<file path="config.mk">
export PLATFORM = sky130hd
export DESIGN_NAME = atctlc2axi500_rsp_collector
export DESIGN_NICKNAME = d
export VERILOG_FILES = /design/src/rtl/atctlc2axi500_rsp_collector_pkg.sv /design/src/rtl/atctlc2axi500_rsp_collector.sv
export SDC_FILE = /design/constraint.sdc
export NUM_CORES = 1
export LEC_CHECK = 0
export BUFFER_PORTS_ARGS = -buffer_cell sky130_fd_sc_hd__buf_2
export CAP_MARGIN = 40
export CORE_MARGIN = 4
export CORE_UTILIZATION = 34
export DETAILED_ROUTE_END_ITERATION = 8
export PLACE_DENSITY = 0.73
export SYNTH_ARGS = -nofsm -noshare
export SYNTH_HDL_FRONTEND = slang
export SYNTH_SLANG_ARGS = --single-unit
</file>
<file path="constraint.sdc">
create_clock -name clk -period 1.49 [get_ports clk]
set_input_delay 0.149 -clock clk [delete_from_list [all_inputs] [get_ports clk]]
set_output_delay 0.149 -clock clk [all_outputs]
set_load 0.05 [all_outputs]
</file>
<file path="src/rtl/atctlc2axi500_rsp_collector_pkg.sv">
// Shared definitions for the atctlc2axi500 read-response collector:
// FSM state encoding, AXI RESP codes and a RESP error-decode helper.
package atctlc2axi500_rsp_collector_pkg;

    typedef enum logic [1:0] {
        ST_IDLE = 2'd0,
        ST_DATA = 2'd1,
        ST_CPL  = 2'd2
    } state_e;

    localparam logic [1:0] RESP_OKAY   = 2'b00;
    localparam logic [1:0] RESP_EXOKAY = 2'b01;
    localparam logic [1:0] RESP_SLVERR = 2'b10;
    localparam logic [1:0] RESP_DECERR = 2'b11;

    // SLVERR and DECERR are errors; OKAY and EXOKAY are not.
    function automatic logic resp_is_err(input logic [1:0] resp);
        return (resp == RESP_SLVERR) || (resp == RESP_DECERR);
    endfunction

endpackage

</file>
<file path="src/rtl/atctlc2axi500_rsp_collector.sv">
// Read-response collector: accepts one expected-burst descriptor, forwards
// the matching AXI R beats to the TLC side with zero latency, checks beat
// count / RLAST / RID, and issues one completion with aggregated status.
// Ports:
//   clk, reset           clock, async active-high reset
//   cmd_*                expected burst descriptor (len = beats-1, id)
//   axi_r*               AXI R channel (slave side of the collector)
//   tlc_r*               TLC beat stream (pass-through of AXI R)
//   cpl_*                per-burst completion with error flags
module atctlc2axi500_rsp_collector
    import atctlc2axi500_rsp_collector_pkg::*;
#(
    parameter int unsigned DATA_WIDTH = 32,
    parameter int unsigned LEN_WIDTH  = 8,
    parameter int unsigned ID_WIDTH   = 4
) (
    input  logic                  clk,
    input  logic                  reset,
    input  logic                  cmd_valid,
    output logic                  cmd_ready,
    input  logic [LEN_WIDTH-1:0]  cmd_len,
    input  logic [ID_WIDTH-1:0]   cmd_id,
    input  logic                  axi_rvalid,
    output logic                  axi_rready,
    input  logic [DATA_WIDTH-1:0] axi_rdata,
    input  logic [1:0]            axi_rresp,
    input  logic                  axi_rlast,
    input  logic [ID_WIDTH-1:0]   axi_rid,
    output logic                  tlc_rvalid,
    input  logic                  tlc_rready,
    output logic [DATA_WIDTH-1:0] tlc_rdata,
    output logic                  tlc_rerr,
    output logic                  tlc_rlast,
    output logic                  cpl_valid,
    input  logic                  cpl_ready,
    output logic                  cpl_err,
    output logic                  cpl_proto_err
);

    state_e                state_q, state_d;
    logic [LEN_WIDTH-1:0]  rem_q, rem_d;
    logic [ID_WIDTH-1:0]   exp_id_q, exp_id_d;
    logic                  err_q, err_d;
    logic                  proto_q, proto_d;

    logic in_data;
    logic last_exp;
    logic beat_fire;

    assign in_data   = (state_q == ST_DATA);
    assign last_exp  = (rem_q == '0);
    assign beat_fire = in_data && axi_rvalid && tlc_rready;

    // Handshake and pass-through outputs decoded from the registered state.
    assign cmd_ready     = (state_q == ST_IDLE);
    assign axi_rready    = in_data && tlc_rready;
    assign tlc_rvalid    = in_data && axi_rvalid;
    assign tlc_rdata     = axi_rdata;
    assign tlc_rerr      = resp_is_err(axi_rresp);
    assign tlc_rlast     = last_exp;
    assign cpl_valid     = (state_q == ST_CPL);
    assign cpl_err       = cpl_valid && err_q;
    assign cpl_proto_err = cpl_valid && proto_q;

    // Next-state and burst bookkeeping.
    always_comb begin
        state_d  = state_q;
        rem_d    = rem_q;
        exp_id_d = exp_id_q;
        err_d    = err_q;
        proto_d  = proto_q;

        case (state_q)
            ST_IDLE: begin
                if (cmd_valid) begin
                    rem_d    = cmd_len;
                    exp_id_d = cmd_id;
                    err_d    = 1'b0;
                    proto_d  = 1'b0;
                    state_d  = ST_DATA;
                end
            end
            ST_DATA: begin
                if (beat_fire) begin
                    err_d   = err_q | resp_is_err(axi_rresp);
                    // Flags wrong RID, early RLAST and missing RLAST alike.
                    proto_d = proto_q | (axi_rid != exp_id_q) | (axi_rlast != last_exp);
                    if (!last_exp) begin
                        rem_d = rem_q - LEN_WIDTH'(1);
                    end
                    // Either the expected count or RLAST ends the burst.
                    if (last_exp || axi_rlast) begin
                        state_d = ST_CPL;
                    end
                end
            end
            ST_CPL: begin
                if (cpl_ready) begin
                    state_d = ST_IDLE;
                end
            end
            default: state_d = ST_IDLE;
        endcase
    end

    always_ff @(posedge clk or posedge reset) begin
        if (reset) begin
            state_q  <= ST_IDLE;
            rem_q    <= '0;
            exp_id_q <= '0;
            err_q    <= 1'b0;
            proto_q  <= 1'b0;
        end else begin
            state_q  <= state_d;
            rem_q    <= rem_d;
            exp_id_q <= exp_id_d;
            err_q    <= err_d;
            proto_q  <= proto_d;
        end
    end

endmodule

</file>
==> out/metrics.csv, run 1 <==
metric,value,unit
largest family of logic cells by synthesized area,buffers and inverters,
routed wirelength normalized by instance count,13.3,µm
H-tree levels,1,
mux contribution to synthesized area,0,%
num rows,21,
Post-Syn Area,1260,µm²
Startpoint Class,register,
RSZ-0062 raised after global routing,true,
total power,2.80,mW
Synth cell types,35,
"Clk pin slew, worst setup/hold paths",60,ps
Post-Synthesis Cells,150,
Starting Density,36.5,%
I/O pin count,97,
Die H,69.0,µm
input/output buffers,31,
largest net degree at the start of global routing,17,
PnR worst setup slack,-54.2,ps
initial detailed-routing violation count,43,
gr usage total,12.6,%
Final Max Tran Viols,0,
Final setup viols,1,
Mapped Nets,210,
#FFs+latches synth,16,
Post-Synth Adder-Cell Area,2.97,%
DP Area,1350,µm²
number of global-route vias before repair,1012,
first-pass GRT wire length,4400,µm
Post-DRT Antenna Nets,0,
GRT overflow,0,
Ant. Diodes,0,
Final Util,43.4,%
fmax,648,MHz
Max Cap Viol,0,
initial antenna violation count,0,
dpl ws,22.3,ps
Clock Latency Late Sink,250,ps
ys flop type,dfrtp_1,
die area,4760,µm²
worst-path fanout max,3,
Final Instance Area,1510,µm²
synth-to-layout area growth,19.1,%
Min Hold Slack,-29.4,ps
outcome,"finished, violations left",
Die Width,69.0,µm
worst vdd ir,506,µV
fin nets,226,
sequential area share after synthesis,31.7,%
Synth Area in Compound Gates,19.9,%
hold bufs inserted after CTS,0,
CTS tree,built,
"Avg Cell Area, Syn",8.43,µm²
simple-gate share of the synthesized area,19.3,%
leak pwr,0.719,nW
cts bufs inserted,3,
synth warn,0,
Hold Path Class,in -> async,
Fillers,371,
failing checks,"hold timing, setup timing",
final wirelength,2810,µm
Slew HR,57.5,%
clock skew,0.757,ps
Post-synth EDFFs,0,
DR pass1 iterations,4,
clk buf depth,2,
CP required,1340,ps
Worst setup EP type,output pin,
final hold vios,16,
vias per inst,4.86,
Vias,1026,
layout cells sized above 1,47.9,%
Worst-Margin Slew,636,ps
GPL Wtd Cong,0.850,
clock sink count,16,
CTS root buffer,clkbuf_8,
Final Instance Count excl. Fillers,211,
xor and xnor area share after synthesis,2.77,%
pwr dens,1860,nW/µm²
hpwl dp,2090,µm
Setup CP Type,reg -> out,
Core ar.,3470,µm²
DRC violations left,0,
CP arrival,1400,ps
Placed Cells,206,
fin crit share,104,%
asr flop ratio synth,100,%
Final min period,1540,ps
layer usage:
layer | GRT usage, % | part of all wire [%] | up-vias
li1 | - | - | 513
met1 | 15.2 | 44 | 479
met2 | 20.0 | 48 | 29
met3 | 3.89 | 6.1 | 5
met4 | 6.33 | 1.9 | 0
met5 | 0 | 0 | -
power breakdown:
part	internal (mW)	switching, mW
Combinational	0.722	0.859
Clock	0.235	0.157
Sequential	0.641	0.188
stage by stage:
step,hold slack (ps),setup TNS (ps)
final,-29.4,-54.2
after global routing,25.5,-187
after detailed placement,272,0
after CTS,0.744,-76.6
after floorplan,62.7,0
after global placement,264,0
path summary, 6_finish.rpt:
check                                        start                      end  slack [ps]  cells after the start
min in group clk                         cmd_id[3]  exp_id_q[3]$_DFFE_PP0P_          80                      3
setup / recovery              rem_q[4]$_DFFE_PP0P_                tlc_rlast         -50                      5
max in group asynchronous                    reset   state_q[0]$_DFFE_PP0P_        1070                      2
hold / removal                               reset  exp_id_q[3]$_DFFE_PP0P_         -30                      2
hold reg to reg            exp_id_q[0]$_DFFE_PP0P_  exp_id_q[0]$_DFFE_PP0P_         500                      2
setup reg to reg              rem_q[4]$_DFFE_PP0P_      proto_q$_DFFE_PP0P_           0                      6
cell families after synthesis:
kind of cell	after synthesis
adder cells (fa/ha/maj)	3
XOR/XNOR	4
AND/OR/NAND/NOR	49
flip-flops	16
buffers and inverters	46
AO/OA/AOI/OAI	32
flip-flops by register name (all words and copies together) (netlist names):
signal / cells
rem_q: 8
err_q: 1
proto_q: 1
exp_id_q: 4
state_q: 2
Yosys cell counts, types with 2 or more instances:
library cell,number,area (µm²)
ha_1,3,37.5
and2_1,5,31.3
nand4_1,2,12.5
a21oi_1,9,45.0
nand3_1,3,15.0
xor2_1,4,35.0
nor2_1,10,37.5
nor3_1,3,15.0
buf_4,32,240
nand2_1,18,67.6
o211ai_1,2,15.0
o2bb2a_4,2,40.0
clkbuf_1,2,7.51
inv_1,9,33.8
buf_2,3,15.0
dfrtp_1,16,400
a2bb2oi_1,2,17.5
o21ai_0,6,30.0
o22ai_1,3,18.8
what timing repair did:
action,CTS,global route
setup buffers,0,1
gates resized for setup,5,18
pin swaps,1,6
setup endpoints to repair,1,12
layout make-up:
type	count	area [µm²]	area share, %
inverter	9	33.8	2.24
sequential	16	403	26.7
multi-input combinational	88	662	43.9
clock buffer	4	55.1	3.65
timing repair buffer	48	295	19.6
tap	46	57.6	3.82
cell usage in the layout, fill, tap and decap left out, types with 2 or more instances in the layout:
| cell type | count |
|---|---|
| buf_2 | 29 |
| nand2_1 | 17 |
| buf_4 | 17 |
| dfrtp_1 | 14 |
| nor2_1 | 8 |
| inv_1 | 7 |
| a21oi_1 | 7 |
| and2_1 | 5 |
| o21ai_0 | 5 |
| xor2_1 | 4 |
| clkbuf_8 | 4 |
| nand3_1 | 3 |
| nor2_2 | 2 |
| nor2b_4 | 2 |
| o22ai_1 | 2 |
| nand4_1 | 2 |
| a21oi_2 | 2 |
| o2bb2a_4 | 2 |
| nor3_1 | 2 |
| a22oi_2 | 2 |
| inv_2 | 2 |
| o211ai_1 | 2 |
| ha_4 | 2 |
| dfrtp_2 | 2 |
worst max-delay path, stage by stage, from the launching register on:
cell     delay [ps]
dfrtp_1         400
nor3_4          230
nand4_1         150
buf_4           170
inv_2            50
buf_8           130
Power figures use the tool's default switching activity.
==> run 2, diff against run 1 <==
Settings changed: ABC_CLOCK_PERIOD_IN_PS from default to 1490, HOLD_SLACK_MARGIN from default to 0.02, SLEW_MARGIN from default to 20.
==> run 2 against run 1 <==
The flow finishes with violations (setup timing). Power about the same. Cell area up 0.66%. Non-clock buffer count up 1. Setup slack unchanged. Core utilization up 0.29 points. Fmax unchanged. Clock power about the same. First-iteration DRC count up 7.0%. Routed wire length down 0.11%. Sequential power about the same. Sequential cell count unchanged.
==> out/metrics.csv, run 2 (synthesis results as in run 1) <==
metric,value,unit,change
worst-case register-to-register setup slack,0,ps,about the same
clock skew,0.757,ps,unchanged
Worst Hold Launch,cmd_id[3],,
"commonest non-fill, non-tap cells in the layout","buf_2 (29), nand2_1 (17), buf_4 (17)",,unchanged
fmax,648,MHz,unchanged
Final Max Tran Viols,0,,unchanged
layout cells sized above 1,47.6,%,was 47.9%
Critical Path Start,rem_q[4]$_DFFE_PP0P_,,unchanged
final hold vios,0,,was 16
cts bufs inserted,3,,unchanged
DP Area,1350,µm²,unchanged
max reg flops,8,,unchanged
Vias,1028,,was 1026
Worst setup EP type,output pin,,unchanged
Final setup viols,1,,unchanged
Post-DRT Antenna Nets,0,,unchanged
area of the multi-input gates,662,µm²,unchanged
CTS root buffer,clkbuf_8,,unchanged
hpwl dp,2090,µm,unchanged
input/output buffers,31,,unchanged
CP arrival,1400,ps,about the same
pwr dens,1850,nW/µm²,was 1860 nW/µm²
num rows,21,,unchanged
Clock Latency Late Sink,250,ps,about the same
Die Width,69.0,µm,unchanged
clk buf depth,2,,unchanged
worst vdd ir,507,µV,was 506 µV
I/O pin count,97,,unchanged
final wirelength,2810,µm,about the same
Ant. Diodes,0,,unchanged
Clk pwr share,14.0,%,about the same
initial detailed-routing violation count,46,,was 43
Starting Density,36.5,%,unchanged
Reg power frac,29.6,%,about the same
number of global-route vias before repair,1006,,was 1012
Core ar.,3470,µm²,unchanged
outcome,"finished, violations left",,unchanged
Setup crit end,tlc_rlast,,unchanged
FF/Latch Area,403,µm²,unchanged
GPL Wtd Cong,0.850,,unchanged
fin crit share,104,%,unchanged
DR pass1 iterations,4,,unchanged
Worst-Margin Slew,636,ps,about the same
Largest Register,rem_q,,unchanged
gr usage total,12.5,%,was 12.6%
clock sink count,16,,unchanged
Slew HR,57.5,%,about the same
fin nets,227,,was 226
Min Hold Slack,83.7,ps,was -29.4 ps
Final min period,1540,ps,unchanged
FF-to-FF Start,rem_q[4]$_DFFE_PP0P_,,unchanged
leak pwr,0.723,nW,was 0.719 nW
Comb power frac,56.5,%,was 56.4%
GRT overflow,0,,unchanged
synth-to-layout area growth,19.9,%,was 19.1%
failing checks,setup timing,,"was hold timing, setup timing"
H-tree levels,1,,unchanged
r2r worst-path depth,6,,unchanged
dpl ws,22.3,ps,unchanged
CTS tree,built,,unchanged
Hold Path Class,in -> reg,,was in -> async
Setup CP Type,reg -> out,,unchanged
Reg2Reg Capture Point,proto_q$_DFFE_PP0P_,,unchanged
worst-path fanout max,3,,unchanged
die area,4760,µm²,unchanged
routed wirelength normalized by instance count,13.3,µm,about the same
initial antenna violation count,0,,unchanged
largest net degree at the start of global routing,17,,unchanged
"Clk pin slew, worst setup/hold paths",60,ps,about the same
switching share of total power,42.9,%,was 43.0%
Fillers,371,,unchanged
PnR worst setup slack,-54.2,ps,unchanged
Max Cap Viol,0,,unchanged
Pint,1.60,mW,about the same
Startpoint Class,register,,unchanged
vias per inst,4.85,,was 4.86
Final Instance Area,1520,µm²,was 1510 µm²
DRC violations left,0,,unchanged
"most common cell after layout, fill and taps aside",buf_2,,unchanged
Die H,69.0,µm,unchanged
Largest regs,"rem_q x8, exp_id_q x4, state_q x2",,unchanged
first-pass GRT wire length,4380,µm,was 4400 µm
RSZ-0062 raised after global routing,true,,unchanged
NetSw,1.20,mW,about the same
CP required,1340,ps,about the same
==> run 2: cell count changes in the layout (fill, tap and decap cells not counted), sizes merged <==
cell	delta
dlygate4sd3	+1
==> run 2: stage by stage <==
| step | instances | setup TNS (ps) | utilization (%) | total power [mW] |
|---|---|---|---|---|
| detailed placement | 206 | 0 | 39.0 | 2.26 |
| global route | 212 | -187 | 43.7 | 3.02 |
| floorplan | 150 | 0 | - | 2.03 |
| global placement | 206 | 0 | 39.0 | 2.23 |
| finish | 212 | -54.2 | 43.7 | 2.80 |
| CTS | 211 | -76.6 | 41.2 | 2.67 |
==> run 2: how the worst min path moves through the flow <==
stage,to,slack (ps),cells past startpoint
4_1_cts,exp_id_q[3]$_DFFE_PP0P_,80,3
2_1_floorplan,err_q$_DFFE_PP0P_,60,1
3_3_place_gp,rem_q[1]$_DFFE_PP0P_,260,2
3_5_place_dp,rem_q[0]$_DFFE_PP0P_,270,2
6_report,exp_id_q[3]$_DFFE_PP0P_,80,3
5_1_grt,exp_id_q[3]$_DFFE_PP0P_,100,3
==> run 2: timing repair <==
item | CTS | global route
endpoints found under the setup margin | 1 | 12
hold endpoints to repair | 16 | 0
pin swaps | 1 | 6
hold buffers | 1 | 0
buffers inserted | 0 | 1
gates resized for setup | 5 | 18
==> run 2: routing by layer <==
metal	up-vias	routed length [µm]	track usage, %
met4	0	54	6.33
met5	-	0	0
li1	515	-	-
met1	479	1230	15.1
met3	5	176	3.89
met2	29	1350	20.0
==> run 2: cell type report <==
cell class / instances / area share [%]
inverters: 9 / 2.23
flip-flops and latches: 16 / 26.6
well taps: 46 / 3.80
clock buffers: 4 / 3.63
multi-input cells: 88 / 43.6
repair buffers: 49 / 20.1
==> run 2: critical path, cell delays in order (launching register included) <==
cell and delay (ps):
dfrtp_1 400, nor3_4 230, nand4_1 150, buf_4 170
inv_2 50, buf_8 130
==> run 2: power groups by stage <==
stage	clock [mW]	combinational, mW	sequential, mW
after floorplan	0	1.22	0.812
after global placement	0	1.42	0.813
after detailed placement	0	1.44	0.819
after CTS	0.400	1.46	0.812
after global routing	0.420	1.75	0.858
final	0.392	1.58	0.829
==> run 3, diff against run 2 <==
Settings changed: PLACE_DENSITY 0.73 to 0.74.
==> run 3 against run 2 <==
The flow now finishes without violations. Clock skew hardly changed. Global-route usage is 0.18 points higher. Sequential cell count stayed put. First-iteration DRC count is 48% lower.
==> out/metrics.csv, run 3 (synthesis results as in run 1) <==
metric,value,unit,change
outcome,completed,,"was finished, violations left"
"most common cell after layout, fill and taps aside",buf_2,,unchanged
H-tree levels,1,,unchanged
Final Max Tran Viols,0,,unchanged
DRC violations left,0,,unchanged
largest net degree at the start of global routing,17,,unchanged
GRT overflow,0,,unchanged
Routed met3 length,230,µm,was 176 µm
number of global-route vias before repair,1009,,was 1006
GPL Wtd Cong,0.824,,was 0.850
Largest Register,rem_q,,unchanged
FF-to-FF Start,rem_q[4]$_DFFE_PP0P_,,unchanged
Post-DRT Antenna Nets,0,,unchanged
dpl ws,-9.46,ps,was 22.3 ps
Hold Path Class,in -> reg,,unchanged
Die H,69.0,µm,unchanged
"commonest non-fill, non-tap cells in the layout","buf_2 (26), buf_4 (18), nand2_1 (17)",,"was buf_2 (29), nand2_1 (17), buf_4 (17)"
FF/Latch Area,402,µm²,was 403 µm²
final setup TNS,0,ps,was -54.2 ps
Reg2Reg Capture Point,rem_q[3]$_DFFE_PP0P_,,was proto_q$_DFFE_PP0P_
clock sink count,16,,unchanged
Final min period,1490,ps,was 1540 ps
Worst-Margin Slew,619,ps,was 636 ps
worst hold path depth,3,,unchanged
CP required,1340,ps,about the same
Top Metal Used,met4,,unchanged
gr usage total,12.7,%,was 12.5%
Hold Path Sink,exp_id_q[0]$_DFFE_PP0P_,,was exp_id_q[3]$_DFFE_PP0P_
initial detailed-routing violation count,24,,was 46
max reg flops,8,,unchanged
Final setup viols,0,,was 1
Worst setup EP type,output pin,,unchanged
r2r worst-path depth,5,,was 6
vias per inst,4.88,,was 4.85
Max Cap Viol,0,,unchanged
die area,4760,µm²,unchanged
I/O pin count,97,,unchanged
Largest regs,"rem_q x8, exp_id_q x4, state_q x2",,unchanged
Fillers,372,,was 371
Starting Density,36.5,%,unchanged
fin nets,226,,was 227
clk buf depth,2,,unchanged
cts bufs inserted,3,,unchanged
layout cells sized above 1,41.8,%,was 47.6%
num rows,21,,unchanged
initial antenna violation count,0,,unchanged
RSZ-0062 raised after global routing,true,,unchanged
Startpoint Class,register,,unchanged
final wirelength,2780,µm,was 2810 µm
CTS tree,built,,unchanged
crit-path cells,"nor3_4, nand4_1, inv_1, buf_6",,"was nor3_4, nand4_1, buf_4, inv_2, buf_8"
routed wirelength normalized by instance count,13.2,µm,was 13.3 µm
pwr dens,1860,nW/µm²,was 1850 nW/µm²
worst-path fanout max,4,,was 3
PnR worst setup slack,3.88,ps,was -54.2 ps
Vias,1029,,was 1028
area of the multi-input gates,621,µm²,was 662 µm²
Crit path max-delay family,simple AND/OR/NAND/NOR gates,,was flip-flops
"Clk pin slew, worst setup/hold paths",70,ps,was 60 ps
routed metal-1 wirelength,1160,µm,was 1230 µm
Critical Path Start,rem_q[4]$_DFFE_PP0P_,,unchanged
Ant. Diodes,0,,unchanged
Worst Hold Launch,cmd_id[0],,was cmd_id[3]
"Slowest-stage cell, CP",dfrtp_1,,unchanged
synth-to-layout area growth,16.2,%,was 19.9%
worst vdd ir,589,µV,was 507 µV
Worst Path Buf+Inv,2,,was 3
critical path's largest stage delay,400,ps,about the same
fmax,673,MHz,was 648 MHz
Die Width,69.0,µm,unchanged
worst-case register-to-register setup slack,30,ps,was 0 ps
CP arrival,1340,ps,was 1400 ps
final hold vios,0,,unchanged
Slew HR,58.7,%,was 57.5%
met2 WL,1360,µm,was 1350 µm
hpwl dp,2100,µm,was 2090 µm
Setup CP Type,reg -> out,,unchanged
input/output buffers,31,,unchanged
fin crit share,99.7,%,was 104%
first-pass GRT wire length,4440,µm,was 4380 µm
DR pass1 iterations,4,,unchanged
Clock Latency Late Sink,250,ps,about the same
leak pwr,0.715,nW,was 0.723 nW
CTS root buffer,clkbuf_8,,unchanged
Core ar.,3470,µm²,unchanged
clock skew,0.764,ps,was 0.757 ps
## run 3: tightest hold or removal path: stages
cell and delay (ps):
buf_2 80, nand2_1 40, nand2_1 40
## run 3: metrics by stage
stage	instance area (µm²)	hold slack [ps]	util (%)	cells	power, mW
after CTS	1430	89.7	41.2	211	2.66
after global placement	1340	261	38.7	205	2.22
after detailed placement	1340	267	38.7	205	2.25
after floorplan	1290	62.7	-	150	2.03
after global routing	1470	99.6	42.4	211	2.96
final	1470	92.5	42.4	211	2.74
## run 3: metal layers
metal	GRT usage, %	up-vias
met3	2.92	2
met1	15.5	479
met4	4.87	0
li1	-	503
met2	21.5	45
met5	0	-
## run 3: cell type report
type	count	area share [%]
tap	46	3.91
sequential	16	27.3
multi-input combinational	88	42.2
inverter	9	2.30
clock buffer	4	3.74
timing repair buffer	48	20.5
## run 3: worst max-delay path by stage
stage / end / slack, ps / cells after the start
2_1_floorplan: proto_q$_DFFE_PP0P_ / 4 / 5
3_3_place_gp: proto_q$_DFFE_PP0P_ / 3 / 5
3_5_place_dp: proto_q$_DFFE_PP0P_ / -9 / 5
4_1_cts: tlc_rlast / -20 / 4
5_1_grt: tlc_rlast / -20 / 4
6_report: tlc_rlast / 4 / 4
## run 3: timing repair
item                                    CTS  global route
cloned                                    0             0
endpoints found under the setup margin    4             9
resized for setup                         4            11
setup buffers                             1             0
hold buffers                              1             0
hold endpoints to repair                 16             0
pin swaps                                 2             5
## run 3: report_power, final
group | switching [mW] | internal [mW]
Sequential | 0.180 | 0.641
Clock | 0.154 | 0.234
Combinational | 0.835 | 0.694
